===== config.mk =====
export PLATFORM = sky130hd
export DESIGN_NAME = imem_loader
export DESIGN_NICKNAME = d
export VERILOG_FILES = /design/src/rtl/imem_loader.sv
export SDC_FILE = /design/constraint.sdc
export NUM_CORES = 1
export LEC_CHECK = 0
export ABC_AREA = 1
export BUFFER_PORTS_ARGS = -buffer_cell sky130_fd_sc_hd__buf_2
export CAP_MARGIN = 15
export CORE_ASPECT_RATIO = 0.7
export CORE_MARGIN = 2
export CORE_UTILIZATION = 45
export CTS_CLUSTER_DIAMETER = 50
export CTS_CLUSTER_SIZE = 30
export DETAILED_ROUTE_END_ITERATION = 8
export GPL_TIMING_DRIVEN = 0
export PLACE_DENSITY = 0.64
export SLEW_MARGIN = 20
export SYNTH_ARGS = -nofsm -noshare
export SYNTH_HDL_FRONTEND = slang
export SYNTH_SLANG_ARGS = --single-unit

===== constraint.sdc =====
create_clock -name clk -period 4.3 [get_ports clk]
set_clock_uncertainty 0.2 [all_clocks]
set_input_delay 0.215 -clock clk [delete_from_list [all_inputs] [get_ports clk]]
set_output_delay 0.215 -clock clk [all_outputs]
set_load 0.02 [all_outputs]

===== src/rtl/imem_loader.sv =====
// imem_loader: packs a byte stream into little-endian 32-bit words and writes them to instruction memory.
// Define IMEM_LOADER_CHECKSUM_EN to require a trailing mod-256 checksum byte after the last word.
module imem_loader #(
   parameter int MEM_BYTES = 96
) (
   input  logic        clk,
   input  logic        reset,
   input  logic        start,
   input  logic [63:0] base_addr,
   input  logic [15:0] word_count,
   input  logic [7:0]  byte_in,
   input  logic        byte_valid,
   output logic        byte_ready,
   output logic        wr_en,
   output logic [63:0] wr_addr,
   output logic [31:0] wr_data,
   input  logic        wr_ack,
   output logic        busy,
   output logic        done,
   output logic        error
);
   typedef enum logic [2:0] {
      IDLE,
      COLLECT,
      WRITE,
`ifdef IMEM_LOADER_CHECKSUM_EN
      CHECK,
`endif
      DONE
   } state_t;
   state_t      state_q;
   logic [1:0]  idx_q;
   logic [15:0] rem_q;
   logic [63:0] addr_q;
   logic [31:0] data_q, data_d;
   logic        ready_q, wr_en_q, busy_q, done_q, error_q;
   logic [64:0] end_d;
   logic        bad_d, take_d;
`ifdef IMEM_LOADER_CHECKSUM_EN
   logic [7:0]  sum_q;
`endif
   // carry bit catches a wrap past 2^64 as out of range
   assign end_d  = {1'b0, base_addr} + {47'd0, word_count, 2'b00};
   assign bad_d  = (word_count == 16'd0) || (base_addr[1:0] != 2'b00) || (end_d > 65'(MEM_BYTES));
   assign take_d = byte_valid && ready_q;
   always_comb begin
      data_d = data_q;
      data_d[{idx_q, 3'b000} +: 8] = byte_in;
   end
   always_ff @(posedge clk or posedge reset) begin
      if (reset) begin
         state_q <= IDLE;
         idx_q   <= '0;
         rem_q   <= '0;
         addr_q  <= '0;
         data_q  <= '0;
         ready_q <= 1'b0;
         wr_en_q <= 1'b0;
         busy_q  <= 1'b0;
         done_q  <= 1'b0;
         error_q <= 1'b0;
`ifdef IMEM_LOADER_CHECKSUM_EN
         sum_q   <= '0;
`endif
      end else begin
         case (state_q)
            IDLE, DONE: if (start) begin
               addr_q  <= base_addr;
               rem_q   <= word_count;
               idx_q   <= '0;
               done_q  <= 1'b0;
               error_q <= 1'b0;
`ifdef IMEM_LOADER_CHECKSUM_EN
               sum_q   <= '0;
`endif
               if (bad_d) begin
                  done_q  <= 1'b1;
                  error_q <= 1'b1;
                  state_q <= DONE;
               end else begin
                  busy_q  <= 1'b1;
                  ready_q <= 1'b1;
                  state_q <= COLLECT;
               end
            end
            COLLECT: if (take_d) begin
               data_q <= data_d;
               idx_q  <= idx_q + 2'd1;
`ifdef IMEM_LOADER_CHECKSUM_EN
               sum_q  <= sum_q + byte_in;
`endif
               if (idx_q == 2'd3) begin
                  ready_q <= 1'b0;
                  wr_en_q <= 1'b1;
                  state_q <= WRITE;
               end
            end
            WRITE: if (wr_ack) begin
               wr_en_q <= 1'b0;
               addr_q  <= addr_q + 64'd4;
               rem_q   <= rem_q - 16'd1;
               if (rem_q == 16'd1) begin
`ifdef IMEM_LOADER_CHECKSUM_EN
                  ready_q <= 1'b1;
                  state_q <= CHECK;
`else
                  busy_q  <= 1'b0;
                  done_q  <= 1'b1;
                  state_q <= DONE;
`endif
               end else begin
                  ready_q <= 1'b1;
                  state_q <= COLLECT;
               end
            end
`ifdef IMEM_LOADER_CHECKSUM_EN
            CHECK: if (take_d) begin
               ready_q <= 1'b0;
               busy_q  <= 1'b0;
               done_q  <= 1'b1;
               error_q <= byte_in != sum_q;
               state_q <= DONE;
            end
`endif
            default: state_q <= IDLE;
         endcase
      end
   end
   assign byte_ready = ready_q;
   assign wr_en      = wr_en_q;
   assign wr_addr    = addr_q;
   assign wr_data    = data_q;
   assign busy       = busy_q;
   assign done       = done_q;
   assign error      = error_q;
endmodule

Word level (Yosys, flattened, before mapping)
Cells that the tools add are included.

Register bits after elaboration: 122. Bits of input ports: 93. Output and inout bits: 101. Logic and storage cells: 86.

Add/subtract/negate cells: 5. $lt $le $gt $ge: 1. Equal/unequal tests: 12. Shifts and indexed selects: 2. Muxes and demuxes: 36. Reduce and logical (&&, ||, !) cells: 20.

Operators by type and width (count): $mux 64 (2); $pmux 64 s2 (1); $add 64x18->65 (1); $gt 65x7->1 const B (1); $add 64x3->64 const B (1); $bwmux 32 (1); $mux 16 (2); $pmux 16 s2 (1); $shift 8x7->32 const A (1); $shiftx 8x7->32 (1); $eq 16x1->1 const B (1); $logic_not 16->1 (1); $sub 16x1->16 const B (1); $mux 1 (15); $ne 2x2->1 const B (7); $mux 3 (4); $reduce_and 4->1 (3); $pmux 3 s3 (1); $mux 2 (4); $reduce_bool 2->1 (4); $neg 5->7 (1); $reduce_and 7->1 (1); $eq 3x2->1 const B (2); $pmux 1 s2 (3); 13 further kinds (16).

Logic depth before layout (Yosys ltp)
Gate-level depths: netlist of the first run.

Depth in word-level cells: 6. Depth in mapped cells: 24. Mapped depth without buffers: 24.

Worst setup path before layout of the first run
No wires, ideal clock.

Kind: in2reg. From: input port base_addr[2]. To: register error_q, in the netlist error. Setup time: 0.125 ns. Arrival time: 2.315 ns. Data required time: 3.975 ns. Slack: 1.661 ns. Stages: 20. Buffers on the path: 0. Cells stage by stage: ha_1 > inv_1 > fa_1 > inv_1 > nand3_1 > nor2_1 > nand2_1 > nand3_1 > nand2_1 > nand2_1 > nand2_1 > nand2_1 > nand2_1 > nor2_1 > nand3b_1 > nor2_1 > nand2_1 > nand2_1 > nand3_1 > mux2_2.

Cells in the longest elaborated chain, start to end: 4.

RTL lines: start: declaration (line 9) `input logic [63:0] base_addr,`; $add 64x18->65 (line 43) `assign end_d = {1'b0, base_addr} + {47'd0, word_count, 2'b00};`; $gt 65x7->1 (line 44) `assign bad_d = (word_count == 16'd0) || (base_addr[1:0] != 2'b00) || (end_d > 65'(MEM_BYTES));`; $logic_or 1x1->1 (line 44); $mux 1 (line 76) `if (bad_d) begin`; end signal: assignment (line 61) `error_q <= 1'b0;`; end signal: assignment (line 72) `error_q <= 1'b0;`; end signal: assignment (line 78) `error_q <= 1'b1;`; end: declaration (line 36) `logic ready_q, wr_en_q, busy_q, done_q, error_q;`.

Every way passes these cells. A chain may end at the register's enable or synchronous reset.

Final worst setup path of the first run
From: input port word_count[0]. To: register state_q[1].

Cells in the longest elaborated chain, start to end: 6. Elaborated cells between the ends (all ways): 8. Those cells by class: add/sub: 1; order compare: 1; mux: 3; reduce/logical: 3.

RTL lines: start: declaration (line 10) `input logic [15:0] word_count,`; $add 64x18->65 / $logic_not 16->1 (equally long branches) (line 43, 44); $gt 65x7->1 / $logic_or 1x1->1 (equally long branches) (line 44); $logic_or 1x1->1 (*) (line 44); $mux 2 (*) (line 76); $mux 3 (*) (line 67) `IDLE, DONE: if (start) begin`; $pmux 3 s3 (*) (line 66) `case (state_q)`; end signal: assignment (line 52) `state_q <= IDLE;`; end signal: assignment (line 79) `state_q <= DONE;`; end signal: assignment (line 83) `state_q <= COLLECT;`; end: declaration (line 31) `state_t state_q;`.

Every way passes the cells marked *; elsewhere a longest branch is shown, timed or not. The select of a mux whose other input is x is not followed.

==> impl_metrics.yaml, run 1 <==
run_status:
  status: "finished, violations left"
  violations: "negative hold slack"
global_route:
  grt_overflow: 0
  grt_use_total: 0.358
  antenna_found_initial: 0
  grt_pass1_vias: 11900
  grt_pass1_wl_um: 69800
  grt_max_degree: 76
timing:
  rsz0062_at_grt: "no"
  period_share: 0.918
  timing.hold.ws_ns: -0.0112
  setup_tns_ns: 0
  drv_slew: 0
  period_needed_ns: 3.95
  tightest_slew_ns: 0.906
  setup_viol: 0
  hold_violations: 1
  slew_headroom: 0.396
  setup_ws_ns: 0.354
  timing.fmax_mhz: 253
die:
  rows: 48
  dieArea_mm2: 0.0262
  die_x_um: 193
  placeableCoreArea_mm2: 0.0246
  ios: 194
  dieHeight_um: 136
  start_util: 0.456
drt:
  vias: 13600
  drc_errors: 0
  ant_nets: 0
  drt-total-wl_um: 47100
  drt_iter0_drc: 1633
  drtPass1Iterations: 9
  routed_via_density: 5.64
  wl_per_cell_um: 19.5
clocking:
  clk_path_buf_depth: 2
  cts_tree: "done"
  cts_made_buffers: 17
  clkSinkCount: 121
  h-tree-depth: 4
  clkTransAtPathRegs_ns: 0.06
  post_cts_buffers: 0
  clk_latency_ns: 0.43
  ctsRootBufferMaster: "clkbuf_16"
cells_and_area:
  stdcell_area_mm2: 0.0138
  final_nets: 2198
  stdcell_count: 2414
  area_growth_pct: 23.4
  fin_util: 0.563
  layout-drive-gt1-share: 0.160
  diodes: 0
placed_design:
  place_area_mm2: 0.0126
  numPortBuffers: 192
  gp_congestion: 0.963
  dp_hpwl_um: 37600
  place_ws_ns: 0.485
  dp.cells: 2325
yosys:
  synth.cell_area_mm2: 0.0112
  seq_area_frac_synth: 0.270
  synth_seq_cells: 121
  syn_inst: 1807
  synthFlopType: "dfrtp_1"
  synth_edf_count: 0
  synth_cell_types: 43
  avgSynthCellArea_um2: 6.20
  ys_warn_count: 0
  async_reset_ff_frac: 1.00
  syn_nets: 1928
worst_setup_path:
  cp-startpoint: "word_count[0]"
  endpoint_kind: "flip-flop"
  crit_type: "input pin to flip-flop"
  r2r_start: "state_q[0]"
  required_ns: 4.42
  cpMostUsedCell: "nand2_1"
  crit_path_max_incr_delay_ns: 0.53
  cp.arrival_ns: 4.07
  startpoint_type: "input pin"
  critical-path-slowest-cell: "dlygate4sd3_1"
  crit_fanout: 9
power_and_ir_drop:
  power.total_mw: 8.23
  p_sw_frac: 0.524
  p_clk_frac: 0.195
  p_comb_frac: 0.543
  internal_power_mw: 3.92
  powerDensity_mw_per_mm2: 595
  seqPwrFrac: 0.262
  p_leak_nw: 7.03
  vdd_drop_max_mv: 0.452
  p_switching_mw: 4.32
run:
  cap_violations: 0
min_path:
  min_path_type: "input pin to flip-flop"
  hp-start: "base_addr[51]"
worst paths after layout:
path                       slack [ns]     endpoint  cells after the start
max                              0.35   state_q[1]                     25
min                             -0.01  wr_addr[51]                      3
max reg2reg                      0.52  wr_addr[22]                     15
min reg2reg                      0.27         busy                      2
max in group asynchronous        3.05     rem_q[5]                      4
min in group asynchronous        0.13  wr_addr[46]                      3
cells in the mapped netlist (5+ instances only):
cell        n  area [µm²]
nor3_1     54         270
dfrtp_1   121        3030
inv_2      17        63.8
a21oi_1    66         330
nor2_4     13         146
nor2_2     17         106
nand3_1   124         621
a22oi_1    11        82.6
nand4_1    55         344
or2_2       8        50.1
nor2_1    180         676
nand2_2    24         150
nor4_1     18         113
nor3_2      6        60.1
o211ai_1   13        97.6
nand3b_1   17         128
xor2_1     35         307
inv_1     290        1090
ha_1       27         338
buf_2       5        25.0
o21ai_1    10        50.1
o22ai_1    10        62.6
o221ai_1   23         201
nand3_2     8        80.1
nand2_1   462        1730
clkbuf_1   32         120
o21ai_0   134         671
routing by layer:
metal	track usage	up-vias	routed length, µm
met5	0	-	0
met4	0.0937	0	1140
met3	0.0924	79	5450
met2	0.484	809	18300
met1	0.554	6294	22200
li1	-	6431	-
cell type report:
class	count	area, µm²
repair buffers	251	1570
clock buffers	23	498
well taps	325	407
multi-input cells	1339	6870
plain buffers	37	145
clock inverters	8	140
fillers	2477	10700
flip-flops and latches	121	3030
inverters	310	1170
registers in the layout, summed over array words and instances, names as in the netlist:
register	flops
rem_q	16
done	1
byte_ready	1
wr_en	1
wr_data	32
error	1
state_q	2
idx_q	2
wr_addr	64
busy	1
cells by family after synthesis:
group,share of synthesized area
simple gates,0.413
buf+inv,0.117
compound gates,0.137
flops,0.270
xor+xnor,0.0297
fa+ha+maj,0.0319
mux,0.00101
cells in the final DEF (no fill, tap or decap), types with 24 or more instances in the layout:
master,n
nand4_1,55
nand3_1,124
nand2_1,462
buf_2,197
dfrtp_1,121
xor2_1,35
nand2_2,24
dlygate4sd3_1,58
o21ai_0,134
clkbuf_1,33
nor3_1,54
a21oi_1,66
inv_1,289
ha_1,27
nor2_1,178
critical path, delay by kind of cell:
kind,cells,cell delay (ns)
buf+inv,4,0.88
fa+ha+maj,2,0.70
simple gates,19,2.25
repair_timing:
| item | in CTS | in global routing |
|---|---|---|
| gates resized for setup | 0 | 1 |
| hold buffers | 58 | 0 |
| endpoints found under the setup margin | 0 | 3 |
| hold endpoints to repair | 111 | 0 |
power by group through the flow:
stage / Clock [mW] / Sequential [mW] / Combinational, mW
after floorplan: 0 / 2.43 / 2.33
after global placement: 0 / 2.13 / 4.24
after detailed placement: 0 / 2.13 / 4.29
after CTS: 1.60 / 2.12 / 4.35
after global routing: 1.65 / 2.21 / 4.85
final: 1.61 / 2.15 / 4.47
Power figures use the tool's default switching activity.
==> inputs of run 2 (changes only) <==
--- a/config.mk
+++ b/config.mk
@@ -16,6 +16,7 @@
 export DETAILED_ROUTE_END_ITERATION = 8
 export GPL_TIMING_DRIVEN = 0
 export PLACE_DENSITY = 0.64
+export RECOVER_POWER = 50
 export SLEW_MARGIN = 20
 export SYNTH_ARGS = -nofsm -noshare
 export SYNTH_HDL_FRONTEND = slang
==> run 2 against run 1 <==
The flow finishes with violations (negative hold slack, max-capacitance violations, max-slew violations). Worst setup slack better by 0.0017 ns. Combinational power about the same. Routed wire length down 0.10%. Critical path type unchanged. Critical endpoint unchanged. Largest cell class unchanged. Largest power group unchanged.
==> impl_metrics.yaml, run 2 (synthesized netlist as in run 1, its figures left out) <==
power_and_ir_drop:
  p_leak_nw: 6.84
  vdd_drop_max_mv: 0.448
  powerDensity_mw_per_mm2: 596
drt:
  drc_errors: 0
  drt_iter0_drc: 1672
  routed_via_density: 5.65
  drtPass1Iterations: 5
  wl_per_cell_um: 19.5
  vias: 13600
  drt-total-wl_um: 47100
  ant_nets: 0
cells_and_area:
  fin_util: 0.560
  final_nets: 2198
  largest_reg_flops: 64
  diodes: 0
  final_common_cell: "nand2_1"
  final_cell_mix: "nand2_1, inv_1, nor2_1"
  nFillCells: 2491
  stdcell_area_mm2: 0.0138
  stdcell_count: 2414
  layout-drive-gt1-share: 0.136
  area_growth_pct: 22.8
global_route:
  grt_use_total: 0.358
  antenna_found_initial: 0
  grt_max_degree: 76
  grt_overflow: 0
  grt_pass1_vias: 11900
  grt_pass1_wl_um: 69800
timing:
  timing.hold.ws_ns: -0.000679
  rsz0062_at_grt: "no"
  drv_slew: 47
  period_needed_ns: 3.94
  slew_headroom: -0.561
  setup_viol: 0
  timing.fmax_mhz: 254
  period_share: 0.917
  setup_ws_ns: 0.356
  hold_violations: 1
  tightest_slew_ns: 2.33
worst_setup_path:
  critical-path-slowest-cell: "dlygate4sd3_1"
  crit_fanout: 6
  crit_type: "input pin to flip-flop"
  endpoint_kind: "flip-flop"
  cpMostUsedCell: "nand2_1"
  startpoint_type: "input pin"
  cp.arrival_ns: 4.06
  required_ns: 4.42
  crit_path_max_incr_delay_ns: 0.53
clocking:
  cts_tree: "done"
  ctsRootBufferMaster: "clkbuf_16"
  post_cts_buffers: 0
  clk_path_buf_depth: 2
  clk_latency_ns: 0.43
  h-tree-depth: 4
  clkSinkCount: 121
  cts_made_buffers: 17
  clkTransAtPathRegs_ns: 0.05
die:
  placeableCoreArea_mm2: 0.0246
  dieHeight_um: 136
  ios: 194
  die_x_um: 193
  rows: 48
  dieArea_mm2: 0.0262
  start_util: 0.456
min_path:
  min_path_type: "input pin to flip-flop"
run_status:
  violations: "negative hold slack, max-capacitance violations, max-slew violations"
  status: "finished, violations left"
placed_design:
  gp_congestion: 0.963
  dp.cells: 2325
  place_area_mm2: 0.0126
  dp_hpwl_um: 37600
  place_ws_ns: 0.485
  numPortBuffers: 192
run:
  cap_violations: 1
[run 2: cell types whose count changed in the layout (fill, tap and decap cells not counted), sizes merged]
cell	previous run	this run
clkinvlp	0	1
inv	307	306
buf	198	148
clkbuf	55	105
[run 2: area by class of cell]
| type | instances | area, µm² | area share |
|---|---|---|---|
| well taps | 325 | 407 | 0.0296 |
| inverters | 310 | 1160 | 0.0847 |
| repair buffers | 251 | 1510 | 0.109 |
| clock buffers | 23 | 498 | 0.0362 |
| plain buffers | 37 | 145 | 0.0105 |
| multi-input cells | 1339 | 6870 | 0.499 |
| flip-flops and latches | 121 | 3030 | 0.220 |
| clock inverters | 8 | 140 | 0.0102 |
[run 2: repair_timing]
action                                 4_1_cts  5_1_grt
setup endpoints to repair                    0        3
hold buffers                                58        0
endpoints found under the hold margin      111        0
resized for setup                            0        1
[run 2: path summary, 6_finish.rpt]
check | startpoint | cells past startpoint | to | slack [ns]
max | word_count[0] | 25 | state_q[1] | 0.36
min | base_addr[52] | 3 | wr_addr[52] | -0.0007
max reg2reg | state_q[0] | 15 | wr_addr[22] | 0.49
min reg2reg | busy | 2 | busy | 0.28
max in group asynchronous | reset | 4 | done | 1.97
min in group asynchronous | reset | 3 | wr_addr[46] | 0.77
[run 2: layer usage]
| layer | track usage | vias up | wire length, µm | part of all wire |
|---|---|---|---|---|
| met5 | 0 | - | 0 | 0 |
| li1 | - | 6434 | - | - |
| met1 | 0.554 | 6299 | 22200 | 0.47 |
| met3 | 0.0924 | 92 | 5500 | 0.12 |
| met4 | 0.0937 | 0 | 1250 | 0.027 |
| met2 | 0.484 | 803 | 18200 | 0.39 |
[run 2: worst max-delay path, delay by kind of cell]
family | cells | cell delay, ns
AND/OR/NAND/NOR | 18 | 2.22
buffers and inverters | 5 | 0.92
adder cells (fa/ha/maj) | 2 | 0.69
[run 2: report_power, final]
part / internal [mW] / leakage [nW] / total, mW / switching, mW
registers: 1.62 / 1.50 / 2.15 / 0.532
logic: 1.22 / 5.02 / 4.44 / 3.22
clock network: 1.04 / 0.319 / 1.60 / 0.559
total: 3.89 / 6.84 / 8.20 / 4.31
[run 2: through the flow]
stage / power (mW) / TNS (ns)
after floorplan: 4.76 / 0
after global placement: 6.37 / -130.04
after detailed placement: 6.42 / 0
after CTS: 8.07 / 0
after global routing: 8.69 / 0
final: 8.20 / 0
